**src/rtl/fetch_ifu.sv**
```systemverilog
// Instruction fetch unit: issues sequential word fetches to imem and buffers the returned words for decode.
// Latency: a response in cycle N is visible on instr_de0/pc_de0 in cycle N+1 (registered buffer write, no bypass).
// Backpressure: stall_de0 holds the head entry. Requests are credit-limited so every live response has a buffer slot.
//
// Ports:
//   clk, reset (async, active-low)
//   redirect_valid/redirect_pc                     : flush and restart fetch at redirect_pc
//   imem_req_valid/ready/addr                      : in-order fetch request channel
//   imem_rsp_valid/data                            : in-order response channel (no backpressure)
//   instr_valid_de0/instr_de0/pc_de0, stall_de0    : decode handshake

// Small generic FIFO. The head entry is read combinationally from storage.
module fetch_fifo #(
   parameter int W     = 64,
   parameter int DEPTH = 4
) (
   input  logic                         clk,
   input  logic                         reset,
   input  logic                         flush,
   input  logic                         push,
   input  logic [W-1:0]                 push_dat,
   input  logic                         pop,
   output logic [W-1:0]                 head_dat,
   output logic                         empty,
   output logic                         full,
   output logic [$clog2(DEPTH+1)-1:0]   count
);
   localparam int AW = $clog2(DEPTH);
   localparam int CW = $clog2(DEPTH+1);

   logic [W-1:0]  mem [DEPTH];
   logic [AW-1:0] wr_ptr;
   logic [AW-1:0] rd_ptr;

   always_ff @(posedge clk or negedge reset) begin
      if (!reset) begin
         wr_ptr <= '0;
         rd_ptr <= '0;
         count  <= '0;
      end else if (flush) begin
         wr_ptr <= '0;
         rd_ptr <= '0;
         count  <= '0;
      end else begin
         if (push) wr_ptr <= wr_ptr + AW'(1);
         if (pop)  rd_ptr <= rd_ptr + AW'(1);
         count <= count + CW'(push) - CW'(pop);
      end
   end

   always_ff @(posedge clk) begin
      if (push && !flush) mem[wr_ptr] <= push_dat;
   end

   assign head_dat = mem[rd_ptr];
   assign empty    = (count == '0);
   assign full     = (count == CW'(DEPTH));
endmodule

module fetch_ifu #(
   parameter logic [31:0] RESET_PC        = 32'h0000_0000,
   parameter int          FIFO_DEPTH      = 4,
   parameter int          MAX_OUTSTANDING = 4
) (
   input  logic        clk,
   input  logic        reset,
   input  logic        redirect_valid,
   input  logic [31:0] redirect_pc,
   output logic        imem_req_valid,
   input  logic        imem_req_ready,
   output logic [31:0] imem_req_addr,
   input  logic        imem_rsp_valid,
   input  logic [31:0] imem_rsp_data,
   output logic        instr_valid_de0,
   output logic [31:0] instr_de0,
   output logic [31:0] pc_de0,
   input  logic        stall_de0
);
   localparam int OW = $clog2(MAX_OUTSTANDING+1);
   localparam int CW = $clog2(FIFO_DEPTH+1);

   typedef struct packed {
      logic [31:0] instr;
      logic [31:0] pc;
   } fetch_ent_t;

   logic [31:0]   fetch_pc;
   logic [31:0]   rsp_pc;
   logic [31:0]   redirect_pc_al;
   logic [OW-1:0] outstanding;
   logic [OW-1:0] outstanding_nxt;
   logic [OW-1:0] drop_cnt;
   logic [CW-1:0] fifo_count;
   logic          fifo_empty;
   logic          fifo_full;
   logic          req_fire;
   logic          push;
   logic          pop;
   logic          credit_ok;
   fetch_ent_t    push_ent;
   fetch_ent_t    head_ent;
   fetch_ent_t    last_q;

   assign redirect_pc_al = redirect_pc & 32'hFFFF_FFFC;

   // Credit counts only live requests (not ones already doomed to be dropped)
   // plus buffered entries, so every live response is guaranteed a slot.
   assign credit_ok = (int'(outstanding) - int'(drop_cnt) + int'(fifo_count)) < FIFO_DEPTH;

   // Gated by reset so the request drops the instant reset asserts.
   assign imem_req_valid = reset && !redirect_valid &&
                           (int'(outstanding) < MAX_OUTSTANDING) && credit_ok;
   assign imem_req_addr  = fetch_pc;
   assign req_fire       = imem_req_valid && imem_req_ready;

   assign outstanding_nxt = outstanding + OW'(req_fire) - OW'(imem_rsp_valid);

   // A response is kept only if it belongs to the current fetch stream.
   assign push     = imem_rsp_valid && !redirect_valid && (drop_cnt == '0);
   assign pop      = !fifo_empty && !stall_de0 && !redirect_valid;
   assign push_ent = '{instr: imem_rsp_data, pc: rsp_pc};

   always_ff @(posedge clk or negedge reset) begin
      if (!reset) begin
         fetch_pc    <= RESET_PC;
         rsp_pc      <= RESET_PC;
         outstanding <= '0;
         drop_cnt    <= '0;
      end else begin
         outstanding <= outstanding_nxt;
         if (redirect_valid) begin
            // Everything still in flight after this cycle belongs to the old stream.
            fetch_pc <= redirect_pc_al;
            rsp_pc   <= redirect_pc_al;
            drop_cnt <= outstanding_nxt;
         end else begin
            if (req_fire) fetch_pc <= fetch_pc + 32'd4;
            if (push)     rsp_pc   <= rsp_pc + 32'd4;
            if (imem_rsp_valid && (drop_cnt != '0)) drop_cnt <= drop_cnt - OW'(1);
         end
      end
   end

   fetch_fifo #(
      .W     ($bits(fetch_ent_t)),
      .DEPTH (FIFO_DEPTH)
   ) u_buf (
      .clk      (clk),
      .reset    (reset),
      .flush    (redirect_valid),
      .push     (push),
      .push_dat (push_ent),
      .pop      (pop),
      .head_dat (head_ent),
      .empty    (fifo_empty),
      .full     (fifo_full),
      .count    (fifo_count)
   );

   // Remembers the last presented entry so the decode outputs keep their
   // value once the buffer drains or is flushed.
   always_ff @(posedge clk or negedge reset) begin
      if (!reset)           last_q <= '0;
      else if (!fifo_empty) last_q <= head_ent;
   end

   assign instr_valid_de0 = !fifo_empty;
   assign instr_de0       = fifo_empty ? last_q.instr : head_ent.instr;
   assign pc_de0          = fifo_empty ? last_q.pc    : head_ent.pc;

   // The credit scheme makes a push into a full buffer unreachable.
   a_no_overflow: assert property (@(posedge clk) disable iff (!reset) !(push && fifo_full));
endmodule

```
**config.mk**
```make
export PLATFORM = sky130hd
export DESIGN_NAME = fetch_ifu
export DESIGN_NICKNAME = d
export VERILOG_FILES = /design/src/rtl/fetch_ifu.sv
export SDC_FILE = /design/constraint.sdc
export NUM_CORES = 1
export LEC_CHECK = 0
export BUFFER_PORTS_ARGS = -buffer_cell sky130_fd_sc_hd__buf_2
export CORE_MARGIN = 2
export CORE_UTILIZATION = 35
export CTS_BUF_LIST = sky130_fd_sc_hd__clkbuf_4 sky130_fd_sc_hd__clkbuf_8
export DETAILED_ROUTE_END_ITERATION = 12
export HOLD_SLACK_MARGIN = 0.1
export SYNTH_ARGS = -nofsm -noshare
export SYNTH_HDL_FRONTEND = slang
export SYNTH_SLANG_ARGS = --single-unit
export TNS_END_PERCENT = 50
```
**constraint.sdc**
```tcl
create_clock -name clk -period 4 [get_ports clk]
set_clock_uncertainty 0.15 [all_clocks]
set_input_delay 0.6 -clock clk [delete_from_list [all_inputs] [get_ports clk]]
set_output_delay 0.6 -clock clk [all_outputs]
set_load 0.03 [all_outputs]
```
* After elaboration in Yosys (flattened, before gate mapping)
Memory sizes are Yosys's and may differ from the RTL's. Cells that the tools add are included.
Cells by class: add/sub/neg operators 11, $lt $le $gt $ge 2, mux-type cells 15, reductions and logical operators 20
Operators with widths (count):
- 2-to-1 mux 32 bit | 6
- adder 32 x 3 -> 32 bit, second input constant | 2
- logical AND 1 bit | 10
- 2-to-1 mux 3 bit | 3
- 2-to-1 mux 2 bit | 4
- nonzero test 2 bit | 4
- adder 3 x 1 -> 3 bit | 2
- zero test 3 bit | 2
- subtractor 3 x 1 -> 3 bit | 2
- adder 4 x 4 -> 5 bit | 1
- < comparator 5 x 4 -> 1 bit, second input constant | 1
- adder 2 x 1 -> 2 bit, second input constant | 2
- subtractor 3 x 3 -> 4 bit | 1
- zero test 1 bit | 3
- < comparator 3 bit, second input constant | 1
- nonzero test 3 bit | 1
- subtractor 3 x 1 -> 3 bit, second input constant | 1
- 2-to-1 mux 1 bit | 2
Word-level totals: register bits after elaboration 141, RAM bits 256, output and inout port bits 98, memories 1
Memory list:
- u_buf.mem | depth 4, bits a word 64, rd ports 1, clocked after Yosys merged registers in 0, write ports 1, line 31 | logic [W-1:0] mem [DEPTH];

* Logic depth before layout (Yosys ltp)
depth after elaboration 8, mapped depth 19, mapped depth without buffers 18

* Cells and area by module
A second synthesis with hierarchy kept.
Second synthesis, totals: cells, all modules 957, area total of the unflattened synthesis 16128.0 µm²
Modules (own cells, without submodules):
- fetch_fifo | instances 1, cells each 374, area each 9700.6 µm², seq. area each 7862.5 µm²
- fetch_ifu | instances 1, cells each 583, area each 6427.4 µm², seq. area each 3253.1 µm²

* Worst setup path after synthesis
No wires, ideal clock.
path type reg2out, start point register outstanding[0], end point output port imem_req_valid, arrival time 3360 ps, slack -110 ps, stages on the path, launching flop included 13, buffers on the path 2, cells stage by stage dfrtp_1 > inv_1 > ha_1 > inv_1 > fa_1 > xor2_1 > ha_1 > nand2_1 > o311a_1 > o22a_1 > buf_6 > clkbuf_1 > nor4b_1
On the way: cells in the longest elaborated chain, start to end 4
Ends and longest elaborated chain:
- start, declared | line 90 | logic [OW-1:0] outstanding;
- start signal, assigned | line 130 | outstanding <= outstanding_nxt;
- subtractor 3 x 3 -> 4 bit | line 108 | assign credit_ok = (int'(outstanding) - int'(drop_cnt) + int'(fifo_count)) < FIFO_DEPTH;
- adder 4 x 4 -> 5 bit | line 108
- < comparator 5 x 4 -> 1 bit | line 108
- logical AND 1 bit (*) | line 112 | (int'(outstanding) < MAX_OUTSTANDING) && credit_ok;
- end, declared | line 69 | output logic imem_req_valid,
Mark *: on every way between the ends. The rest lies on a longest branch, timed or not.

* Worst setup path after layout
Ends and elaborated chain as after synthesis.

==> results by group <==
Power
  • PwrDens: 722 mW/mm²
  • Pint: 8860 µW
  • Psw: 5010 µW
  • Clock Power Share: 27.6%
  • Worst vdd ir: 0.584 mV
  • Switching Share: 36.1%
  • Combinational fraction of design power: 35.8%
  • Reg power frac: 36.6%
  • Leak: 0.00700 µW

STA
  • Setup-failing EPs final: 0
  • Fin. Hold Viols: 0
  • Min Tclk post-route: 3920 ps
  • Fin crit share: 97.9%
  • Slew HR: 39.9%
  • RSZ-0062 raised after global routing: true
  • Total negative slack: 0 ps
  • Max-slew violations: 0
  • FMAX: 0.255 GHz
  • Hold_ws: 150 ps
  • Worst Max-Slew Pin Slew: 902 ps

Worst setup path
  • CP peak stage delay: 370 ps
  • Startpoint Class: flop
  • Slowest cell on crit path: dfrtp_1
  • Crit path cell chain: inv_1 > ha_2 > inv_1 > fa_2 > xor2_1 > ha_1 > nand2_1 > o311a_1 > o22a_1 > nor4b_4 > buf_6
  • R2r worst-path depth: 18
  • Critical-path maximum fanout: 3
  • FF-to-FF setup slack: 220 ps
  • Crit. End Element: primary output
  • Worst EP required: 3250 ps
  • Worst path arrival time: 3170 ps
  • WS Path Type: reg2out
  • CP most frequent cell: inv_1

Clock network
  • Reg clk slew, reported paths: 60 ps
  • Clk root buf: clkbuf_8
  • Clk sinks: 383
  • Clk Latency, worst-skew pair: 600 ps
  • CTS tree: built
  • Max Root-Sink Buffers: 3
  • TritonCTS buffer count: 69
  • Setup bufs post-CTS: 0
  • H-tree Lvls: 3

Layout
  • Layout area overhead: 21.9%
  • Fin area: 0.0192 mm²
  • Finished Layout Cells: 1855
  • Most frequent cells in the layout: edfxtp_1 (248), buf_2 (159), dfrtp_1 (133)
  • Nets@finish: 1300
  • Fraction of layout cells with a size suffix above 1: 34.8%
  • Commonest non-fill, non-tap cell in the layout: edfxtp_1
  • ANT cells: 0

Global route
  • Largest net degree at the start of global routing: 138
  • Vias in the first global route: 9880
  • Total GRT Usage: 15.7%
  • Antenna violations before repair: 2
  • First-pass GRT wire length: 56.6 mm
  • GR Overflow Total: 0

Synth
  • Synth Instances: 968
  • #FFs+latches synth: 383
  • Syn avg cell area: 16.3 µm²
  • Post-synth ARST share: 35.2%
  • Seq/Total Area, Yosys: 68.7%
  • Count of flip-flops with a built-in enable after synthesis: 248
  • Synthesized area: 0.0158 mm²
  • Synth warn: 0
  • Distinct cells, synth: 56
  • Main synth FF type: edfxtp_1

Worst hold path
  • Worst hold stages: 3
  • HP Class: in2reg

Die
  • CORE AREA: 0.0443 mm²
  • Number of core rows: 77
  • Die width: 216 µm
  • Die height: 216 µm
  • Initial Util: 35.6%
  • DIE AREA: 0.0467 mm²
  • Top Ports: 168

Drt
  • Iter 0 DRT Violations: 595
  • Total Wirelength: 36.1 mm
  • WL/cell: 19.4 µm
  • # DRC: 0
  • Vias/cell: 5.08
  • Post-route ant nets: 0
  • Drt pass-1 iters: 4
  • DR vias: 9432

Placed design
  • Placed instance count: 1695
  • Port Buf Inserts: 161
  • Post-Place Cell Area: 0.0174 mm²
  • Gpl congestion: 0.836
  • Post-DP HPWL: 21.8 mm

Flow run
  • Total of max-cap violations: 0

Run status
  • Status: finished clean
-- layout make-up --
class                      instances  area [µm²]
multi-input combinational        513        4670
sequential                       383       10800
fill                            4034       25100
inverter                          26        97.6
tap                              592         741
clock inverter                    20         168
clock buffer                     104        1280
timing repair buffer             217        1430
-- sequential cells by signal, indices dropped and copies added (netlist names) --
signal	count
drop_cnt	3
imem_req_addr	30
last_q	62
outstanding	3
rsp_pc	30
u_buf.count	3
u_buf.mem	248
u_buf.rd_ptr	2
u_buf.wr_ptr	2
-- kinds of logic after synthesis --
family / after synthesis / share of synthesized area (%)
DFF: 383 / 68.7
adders and majority gates: 20 / 1.73
xor gates and xnor gates: 35 / 1.95
buffers and inverters: 75 / 1.99
other: 1 / 0.0238
and+or+nand+nor: 227 / 7.59
AOI/OAI and AO/OA: 95 / 4.18
muxes: 132 / 13.8
-- Yosys cell counts, types with 5 or more instances --
master | number | area [µm²]
nor3_1 | 24 | 120
nand3_1 | 30 | 150
a211oi_1 | 15 | 113
and3_1 | 9 | 56.3
mux2_2 | 67 | 754
a21oi_1 | 17 | 85.1
nor2_1 | 46 | 173
a21boi_0 | 6 | 45.0
mux4_2 | 62 | 1400
clkbuf_1 | 29 | 109
a31oi_1 | 11 | 68.8
nand4_1 | 23 | 144
o21ai_0 | 13 | 65.1
o31a_1 | 8 | 70.1
nor4_1 | 17 | 106
inv_1 | 24 | 90.1
xor2_1 | 18 | 158
nand2b_1 | 13 | 81.3
dfrtp_1 | 135 | 3380
nand2_1 | 36 | 135
buf_2 | 8 | 40.0
o31ai_1 | 9 | 67.6
xnor2_1 | 17 | 149
ha_1 | 17 | 213
and2_1 | 6 | 37.5
edfxtp_1 | 248 | 7450
buf_1 | 7 | 26.3
or4_1 | 5 | 37.5
-- per-layer routing --
layer / wire length, µm / part of all wire (%) / global-route usage, %
met3: 2210 / 6.1 / 3.65
met5: 0 / 0 / 0
met4: 787 / 2.2 / 5.37
met1: 16500 / 46 / 21.7
met2: 16500 / 46 / 24.5
-- worst max-delay path: cells and delay by family, from the launching register on --
kind,cells,cell delay (ps)
adder cells (fa/ha/maj),3,800
AO/OA/AOI/OAI,2,530
AND/OR/NAND/NOR,2,380
flip-flops,1,370
buffers and inverters,3,290
XOR/XNOR,1,170
-- repair_timing --
item / 4_1_cts / 5_1_grt
hold buffers: 36 / 0
cloned: 0 / 0
resized for setup: 2 / 3
endpoints found under the hold margin: 252 / 0
pin swaps: 0 / 2
setup endpoints to repair: 1 / 2
-- worst paths after layout --
kind | startpoint | to
setup / recovery | outstanding[0] | imem_req_valid
hold / removal | redirect_pc[22] | rsp_pc[22]
setup reg to reg | outstanding[0] | drop_cnt[2]
hold reg to reg | last_q[36] | last_q[36]
max in group asynchronous | reset | u_buf.rd_ptr[0]
min in group asynchronous | reset | rsp_pc[28]
-- stage by stage --
step	setup slack (ps)	total power [µW]	utilization [%]
final	82.0	13900	43.4
after detailed placement	216	10100	39.2
after global placement	247	10100	39.2
after floorplan	36.7	8720	-
after CTS	32.9	14100	43.3
after global routing	-96.6	14600	43.4
-- power groups by stage --
stage / combinational [µW] / clock, µW / sequential [µW]
after global placement: 4940 / 0 / 5130
after global routing: 5330 / 4140 / 5140
after CTS: 5050 / 3950 / 5080
after detailed placement: 4990 / 0 / 5150
after floorplan: 3600 / 0 / 5120
final: 4970 / 3830 / 5080
(Power assumes the default switching activity.)
